===== config.mk =====
export PLATFORM = sky130hd
export DESIGN_NAME = attention_dot_sequencer_flat
export DESIGN_NICKNAME = d
export VERILOG_FILES = /design/src/rtl/attention_dot_sequencer_if.sv /design/src/rtl/attention_dot_sequencer.sv /design/src/flat_wrapper.sv
export SDC_FILE = /design/constraint.sdc
export NUM_CORES = 1
export LEC_CHECK = 0
export CAP_MARGIN = 25
export CORE_MARGIN = 2
export CORE_UTILIZATION = 55
export DETAILED_ROUTE_END_ITERATION = 10
export PLACE_DENSITY = 0.79
export SLEW_MARGIN = 10
export SYNTH_ARGS = -nofsm -noshare
export SYNTH_HDL_FRONTEND = slang
export SYNTH_SLANG_ARGS = --single-unit

===== constraint.sdc =====
create_clock -name clk -period 5.3 [get_ports clk]
set_clock_uncertainty 0.05 [all_clocks]
set_input_delay 1.06 -clock clk [delete_from_list [all_inputs] [get_ports clk]]
set_output_delay 1.06 -clock clk [all_outputs]
set_load 0.1 [all_outputs]

===== src/rtl/attention_dot_sequencer_if.sv =====
// Stream bundle for the attention dot-product sequencer: the q/k byte input
// stream and the score output stream, each with valid/ready.
// The "slave" modport is the sequencer's view; "master" is the view of the
// logic feeding q/k bytes and draining scores.
interface attention_dot_sequencer_if;
    logic [7:0] qk_in;
    logic       qk_vld_in;
    logic       qk_rdy_out;
    logic [7:0] score_out;
    logic       score_vld_out;
    logic       score_rdy_in;

    modport slave (
        input  qk_in,
        input  qk_vld_in,
        input  score_rdy_in,
        output qk_rdy_out,
        output score_out,
        output score_vld_out
    );

    modport master (
        output qk_in,
        output qk_vld_in,
        output score_rdy_in,
        input  qk_rdy_out,
        input  score_out,
        input  score_vld_out
    );
endinterface


===== src/rtl/attention_dot_sequencer.sv =====
// Attention dot-product sequencer: collects interleaved q/k bytes, accumulates
// VEC_LEN products, then presents one shifted, 8-bit-saturated score and holds
// it until the consumer takes it. The accumulator clears after each score.
module attention_dot_sequencer #(
    parameter int unsigned VEC_LEN = 4,
    parameter int unsigned ACC_W   = 18,
    parameter int unsigned SHIFT   = 8
) (
    input  logic                      clk,
    input  logic                      rst,
    attention_dot_sequencer_if.slave  bus,
    output logic                      busy_out,
    output logic [3:0]                pair_idx_out
);

    localparam int unsigned SumW = ACC_W + 1;

    // Elaboration-time parameter legality checks.
    if (VEC_LEN < 1 || VEC_LEN > 16) begin : g_bad_vec_len
        $error("attention_dot_sequencer: VEC_LEN must be in 1..16");
    end
    if (SHIFT >= ACC_W) begin : g_bad_shift
        $error("attention_dot_sequencer: SHIFT must be below ACC_W");
    end
    // Worst-case dot product must fit the accumulator without saturating.
    if (((64'(VEC_LEN) * 64'd65025) >> ACC_W) != 64'd0) begin : g_bad_acc_w
        $error("attention_dot_sequencer: ACC_W too narrow for VEC_LEN*255*255");
    end

    typedef enum logic [1:0] {
        StQ,
        StK,
        StOut
    } state_t;

    state_t             state_q, state_d;
    logic [ACC_W-1:0]   acc_q, acc_d;
    logic [3:0]         pair_idx_q, pair_idx_d;
    logic [7:0]         q_q, q_d;
    logic [7:0]         score_q, score_d;

    logic               qk_xfer;
    logic               score_xfer;
    logic [15:0]        product;
    logic [SumW-1:0]    sum_wide;
    logic [ACC_W-1:0]   acc_sat;
    logic [ACC_W-1:0]   acc_shifted;
    logic [7:0]         score_sat;

    // Datapath: 8x8 product, saturating accumulate, shift and clamp to 8 bits.
    always_comb begin
        product     = {8'd0, q_q} * {8'd0, bus.qk_in};
        sum_wide    = {1'b0, acc_q} + SumW'(product);
        acc_sat     = sum_wide[ACC_W] ? {ACC_W{1'b1}} : sum_wide[ACC_W-1:0];
        acc_shifted = acc_sat >> SHIFT;
        score_sat   = (acc_shifted > ACC_W'(255)) ? 8'hff : acc_shifted[7:0];
    end

    // Handshake outputs depend on state only, never on the incoming valid.
    always_comb begin
        bus.qk_rdy_out    = (state_q == StQ) || (state_q == StK);
        bus.score_vld_out = (state_q == StOut);
        bus.score_out     = score_q;
        busy_out          = (state_q != StQ) || (pair_idx_q != 4'd0);
        pair_idx_out      = pair_idx_q;
        qk_xfer           = bus.qk_vld_in && bus.qk_rdy_out;
        score_xfer        = bus.score_vld_out && bus.score_rdy_in;
    end

    // Next-state logic: q capture, k accumulate, score hand-off.
    always_comb begin
        state_d    = state_q;
        acc_d      = acc_q;
        pair_idx_d = pair_idx_q;
        q_d        = q_q;
        score_d    = score_q;
        unique case (state_q)
            StQ: begin
                if (qk_xfer) begin
                    q_d     = bus.qk_in;
                    state_d = StK;
                end
            end
            StK: begin
                if (qk_xfer) begin
                    acc_d = acc_sat;
                    if (pair_idx_q == 4'(VEC_LEN - 1)) begin
                        score_d    = score_sat;
                        pair_idx_d = 4'd0;
                        state_d    = StOut;
                    end else begin
                        pair_idx_d = pair_idx_q + 4'd1;
                        state_d    = StQ;
                    end
                end
            end
            StOut: begin
                if (score_xfer) begin
                    acc_d   = '0;
                    state_d = StQ;
                end
            end
            default: state_d = StQ;
        endcase
    end

    // State registers with synchronous reset; reset drops partial and pending work.
    always_ff @(posedge clk) begin
        if (rst) begin
            state_q    <= StQ;
            acc_q      <= '0;
            pair_idx_q <= 4'd0;
            q_q        <= 8'd0;
            score_q    <= 8'd0;
        end else begin
            state_q    <= state_d;
            acc_q      <= acc_d;
            pair_idx_q <= pair_idx_d;
            q_q        <= q_d;
            score_q    <= score_d;
        end
    end

endmodule


===== src/flat_wrapper.sv =====
// flat-port wrapper written by rule: the top's interface ports become plain ports
module attention_dot_sequencer_flat 
#(
    parameter int unsigned VEC_LEN = 4,
    parameter int unsigned ACC_W   = 18,
    parameter int unsigned SHIFT   = 8
)
  (clk, rst, busy_out, pair_idx_out, bus_qk_in, bus_qk_vld_in, bus_score_rdy_in, bus_qk_rdy_out, bus_score_out, bus_score_vld_out);
  attention_dot_sequencer_if bus_i ();
  input  logic clk;
  input  logic rst;
  output logic busy_out;
  output logic [3:0] pair_idx_out;
  input wire logic [$bits(bus_i.qk_in)-1:0] bus_qk_in;
  input wire logic [$bits(bus_i.qk_vld_in)-1:0] bus_qk_vld_in;
  input wire logic [$bits(bus_i.score_rdy_in)-1:0] bus_score_rdy_in;
  output wire logic [$bits(bus_i.qk_rdy_out)-1:0] bus_qk_rdy_out;
  output wire logic [$bits(bus_i.score_out)-1:0] bus_score_out;
  output wire logic [$bits(bus_i.score_vld_out)-1:0] bus_score_vld_out;
  assign bus_i.qk_in = bus_qk_in;
  assign bus_i.qk_vld_in = bus_qk_vld_in;
  assign bus_i.score_rdy_in = bus_score_rdy_in;
  assign bus_qk_rdy_out = bus_i.qk_rdy_out;
  assign bus_score_out = bus_i.score_out;
  assign bus_score_vld_out = bus_i.score_vld_out;
  attention_dot_sequencer #(.VEC_LEN(VEC_LEN), .ACC_W(ACC_W), .SHIFT(SHIFT)) u_core (.clk(clk), .rst(rst), .bus(bus_i), .busy_out(busy_out), .pair_idx_out(pair_idx_out));
endmodule

== Word-level counts from Yosys, hierarchy flattened ==
Cells that the tools add are included.
Widths: inputs -> output; s select.
Storage, ports and cells
  register bits after elaboration: 40
  output and inout port bits: 15
  memories: 0
  latch bits: 0
  input bits: 12
  memory bits (writable): 0
  word-level logic and storage cells: 39
  ROM bits: 0
Operators by class
  order comparisons: 1
  multiply operators: 1
  divide/modulo/power cells: 0
  shift operators: 0
  mux-type cells: 11
  bitwise operators: 0
  equal/unequal tests: 6
  reductions and logical operators: 13
  add/sub/neg operators: 2
Operators by type and width (count)
  $mux 18: 3
  $pmux 18 s2: 1
  $add 18x16->19: 1
  $mul 8x8->16: 1
  $gt 10x8->1 const B: 1
  $reduce_and 3->1: 3
  $mux 2: 4
  $mux 8: 1
  $ne 2x1->1 const B: 3
  $pmux 2 s3: 1
  $add 4x1->4 const B: 1
  $eq 4x2->1 const B: 1
  $mux 4: 1
  $reduce_and 2->1: 2
  $reduce_bool 2->1: 2
  $reduce_bool 4->1: 1
  $eq 2x1->1 const B: 1
  $eq 2x2->1 const B: 1
  $logic_and 1x1->1: 2
  $logic_not 2->1: 1
  $logic_or 1x1->1: 2

== Longest topological paths before layout ==
  depth after elaboration: 5
  gate-level depth with buffers: 19
  mapped depth without buffers: 18

== Worst setup path before layout ==
Ideal clock, no wire load.
  path kind: in2reg
  start: input bus_qk_in[1]
  end: register u_core.score_q[6] (netlist: u_core.bus.score_out[6])
  data arrival time: 5.097 ns
  slack: 0.015 ns
  data required time: 5.112 ns
  setup time: 0.138 ns
  buffers on the path: 1
  cell stages on the path: 17
  cell sequence: clkbuf_1 > nand2_1 > fa_1 > inv_1 > fa_1 > fa_1 > inv_1 > fa_1 > inv_1 > ha_1 > a21o_1 > a21oi_2 > nand2_2 > a311oi_2 > xnor2_1 > nor3b_4 > a311oi_1
Between the ends
  cells in the longest elaborated chain, start to end: 5
RTL lines
  start: declaration: RTL line flat_wrapper.sv:14  | input wire logic [$bits(bus_i.qk_in)-1:0] bus_qk_in;
  $mul 8x8->16 (*): RTL line attention_dot_sequencer.sv:52  | product = {8'd0, q_q} * {8'd0, bus.qk_in};
  $add 18x16->19 (*): RTL line attention_dot_sequencer.sv:53  | sum_wide = {1'b0, acc_q} + SumW'(product);
  $mux 18 (*): RTL line attention_dot_sequencer.sv:54  | acc_sat = sum_wide[ACC_W] ? {ACC_W{1'b1}} : sum_wide[ACC_W-1:0];
  $gt 10x8->1: RTL line attention_dot_sequencer.sv:56  | score_sat = (acc_shifted > ACC_W'(255)) ? 8'hff : acc_shifted[7:0];
  $mux 8 (*): RTL line attention_dot_sequencer.sv:56
  end signal: assignment: RTL line attention_dot_sequencer.sv:120  | score_q <= score_d;
  end: declaration: RTL line attention_dot_sequencer.sv:40  | logic [7:0] score_q, score_d;
Mark *: on every way between the ends. The rest lies on a longest branch, timed or not.
A chain may end at the register's enable or synchronous reset.

== Final worst setup path ==
  start: input bus_qk_in[5]
  end: register u_core.score_q[6] (netlist: u_core.bus.score_out[6])
Same word-level chain as after synthesis.

==> impl_results.md <==
* N_diodes at 0
* Worst Path Arrival at 5270 ps
* Setup slack on the worst flop-to-flop path at 470 ps
* Gr ovfl total at 0
* Die Outline Area at 8520 sq um
* Root buffer cell: clkbuf_8
* Net count after synthesis at 636
* Fraction of final layout cells sized beyond drive strength 1 at 0.147
* Pin count of the biggest net entering global routing at 37
* Non-filler instance count after layout at approximately 690
* Row count at 32
* Syn avg cell area at 8.13 sq um
* Switching portion of total power at 0.411
* Die width at between 90 and 100 um
* Drt total wl at between 10 and 15 mm
* Starting density of the core at 0.561
* Count of unresolved DRC violations after routing at 0
* Worst VDD drop at 0.129 mV
* Logic gate share of total power at 0.493
* Cells after synthesis at 527
* Number of sinks on the clock net at 40
* DRT iter0 DRCs at 244
* Via count of the first global-routing pass at 3841
* Buffers added on ports at 26
* Portion of total power attributed to the clock network at 0.203
* Number of max-slew violations in the final report at 0
* Unrepaired setup endpoints after global routing: yes
* Clock latency of the later-clocked register in the worst-skew pair at 310 ps
* Relative slew slack at 0.348
* Top library cells by usage in the layout, fill and taps aside: 106 x inv_1, 65 x nand2_1, 50 x fa_1
* Clock tree from TritonCTS: yes
* Most common cell after layout, fill and taps aside: inv_1
* Relative contribution of sequential cells to total power at 0.304
* Post-synthesis register bit count at 40
* Worst setup slack after placement at -716 ps
* CP Capture Type: register
* Routability-driven placement congestion ratio at a little over 0.9
* Cell internal power dissipation at 653 uW
* Most frequently used flop master after synthesis: dfxtp_1
* Clock-pin slew on the worst setup and hold paths at 90 ps
* Global-route wire length before repair at about 18 mm
* Leakage at 0.00249 uW
* Final antenna-violating net count at 0
* Total of hold buffers inserted after clock tree synthesis at 0
* Worst setup SP type: primary input
* Via count at 3680
* Req. time, crit path at 5410 ps
* Min-Delay Path Class: reg -> reg
* Final setup fails at 0
* Highest Clock Rate at roughly 190 MHz
* Yosys warns at 0
* Outcome: finished, final reports clean
* Maximum net fanout on the critical path at 6
* Pre-antenna DRT Iters at 4
* Final number of hold-violating endpoints at 0
* Share of the clock period used by the worst path after layout at 0.973
* Fraction of the yosys area taken by sequential cells at 0.187
* Total number of nets in the final design at 693
* CP Class: in -> reg
* EDFF count, synth at 0
* Wire per inst at 15.3 um
* Maximum clock insertion buffer count at 2
* Number of antenna violations at the first check in global routing at 0
* Total I/O pin count at 27
* Area of the mapped netlist at 4290 sq um
* Synthesis-to-layout area growth at 19.9%
* Core region area at 7650 sq um
* Crit path setup slack, layout at around 140 ps
* Detail Placement HPWL at 8.10 mm
* Minimum clock period at 5160 ps
* Vertical die dimension at 92.3 um
* Hold_ws at 404 ps
* Placed cell count at 674
* Fraction of synthesis flops using an asynchronous set or reset pin at 0
* Total clock buffers created by CTS at 5
* Sw power at 457 uW
* Number of max-cap violations at 0
* Synth cell types at 42
* Pwr/cell area at 216 nW/um^2
* Combined global-route utilization of all metal layers at 0.267
* Slew @ Worst Pin at 975 ps
* Vias per inst at 5.36
* Number of levels in the clock H-tree at 2
## cell usage after synthesis, types with 2 or more instances
| cell type | number | share of area |
|---|---|---|
| a211oi_1 | 9 | 0.016 |
| a21o_1 | 6 | 0.011 |
| a21oi_1 | 38 | 0.044 |
| and2_1 | 39 | 0.057 |
| and3_1 | 3 | 0.0044 |
| buf_1 | 5 | 0.0044 |
| clkbuf_1 | 10 | 0.0088 |
| dfxtp_1 | 40 | 0.19 |
| fa_1 | 50 | 0.23 |
| ha_1 | 47 | 0.14 |
| inv_1 | 106 | 0.093 |
| mux2i_1 | 2 | 0.0047 |
| nand2_1 | 66 | 0.058 |
| nand2b_1 | 2 | 0.0029 |
| nand3_1 | 10 | 0.012 |
| nand4_1 | 2 | 0.0029 |
| nor2_1 | 32 | 0.028 |
| nor2b_1 | 2 | 0.0029 |
| nor3_1 | 2 | 0.0023 |
| o21a_1 | 2 | 0.0035 |
| o21ai_0 | 25 | 0.029 |
| o21bai_1 | 2 | 0.0035 |
| xnor2_1 | 8 | 0.016 |
## per-layer routing
layer	part of all wire	wire, um	GRT usage	up-vias
met1	0.43	4500	0.347	1804
met3	0.043	451	0.0337	18
met5	0	0	0	-
met2	0.51	5390	0.472	99
met4	0.017	184	0.0659	0
li1	-	-	-	1759
## sequential cells by signal, indices dropped and copies added (netlist names)
| register | count |
|---|---|
| u_core.state_q | 2 |
| u_core.acc_q | 18 |
| u_core.pair_idx_out | 4 |
| u_core.bus.score_out | 8 |
| u_core.q_q | 8 |
## what timing repair did
item / CTS / global route
buffers inserted: 3 / 1
endpoints found under the setup margin: 26 / 26
gates resized for setup: 25 / 37
cloned: 0 / 1
pin swaps: 10 / 7
## through the flow
stage               power [uW]  setup TNS (ps)  area [sq um]  utilization
floorplan                  670               0          4290            -
global placement           816          -13220          4880        0.638
detailed placement         833          -15940          4880        0.638
CTS                       1080               0          5040        0.660
global route              1190           -28.2          5140        0.672
finish                    1110               0          5140        0.672
## final cells by class
type | count | area (sq um)
clock buffers | 6 | 82.6
clock inverters | 2 | 15.0
fillers | 595 | 2510
inverters | 106 | 398
multi-input cells | 365 | 3190
flip-flops and latches | 40 | 801
well taps | 102 | 128
repair buffers | 66 | 522
## final timing paths
path,startpoint,end,cells after the start
worst max-delay path,bus_qk_in[5],u_core.bus.score_out[6]$_SDFFE_PP0P_,17
worst max register to register,u_core.q_q[5]$_SDFFE_PP0P_,u_core.bus.score_out[6]$_SDFFE_PP0P_,16
worst min-delay path,u_core.acc_q[4]$_SDFFE_PP0P_,u_core.acc_q[4]$_SDFFE_PP0P_,2
worst min register to register,u_core.acc_q[4]$_SDFFE_PP0P_,u_core.acc_q[4]$_SDFFE_PP0P_,2
## power groups by stage
stage          clock network, uW  registers [uW]  logic [uW]
2_1_floorplan                  0             341         329
3_3_place_gp                   0             343         473
3_5_place_dp                   0             344         489
4_1_cts                      227             337         512
5_1_grt                      244             340         608
6_report                     225             338         547
## kinds of logic (layout without fill, tap and decap cells)
group / after synthesis / after routing / synth area share
simple gates: 164 / 164 / 0.182
buf+inv: 122 / 180 / 0.107
fa+ha+maj: 97 / 97 / 0.371
compound gates: 93 / 93 / 0.130
flops: 40 / 40 / 0.187
xor+xnor: 9 / 9 / 0.0184
mux: 2 / 2 / 0.00467
## worst max-delay path, cell delays in order
cell and delay [ps]:
buf_2 130, and2_1 160, fa_1 530, fa_1 560, inv_1 60, fa_1 460, fa_1 520, inv_1 50
ha_1 360, and2_1 210, nor2b_1 160, a21o_1 190, a31oi_2 230, xnor2_2 130, nor3b_4 230, buf_4 150
a311oi_2 80
Note: power is estimated with default switching activity, not from simulation.
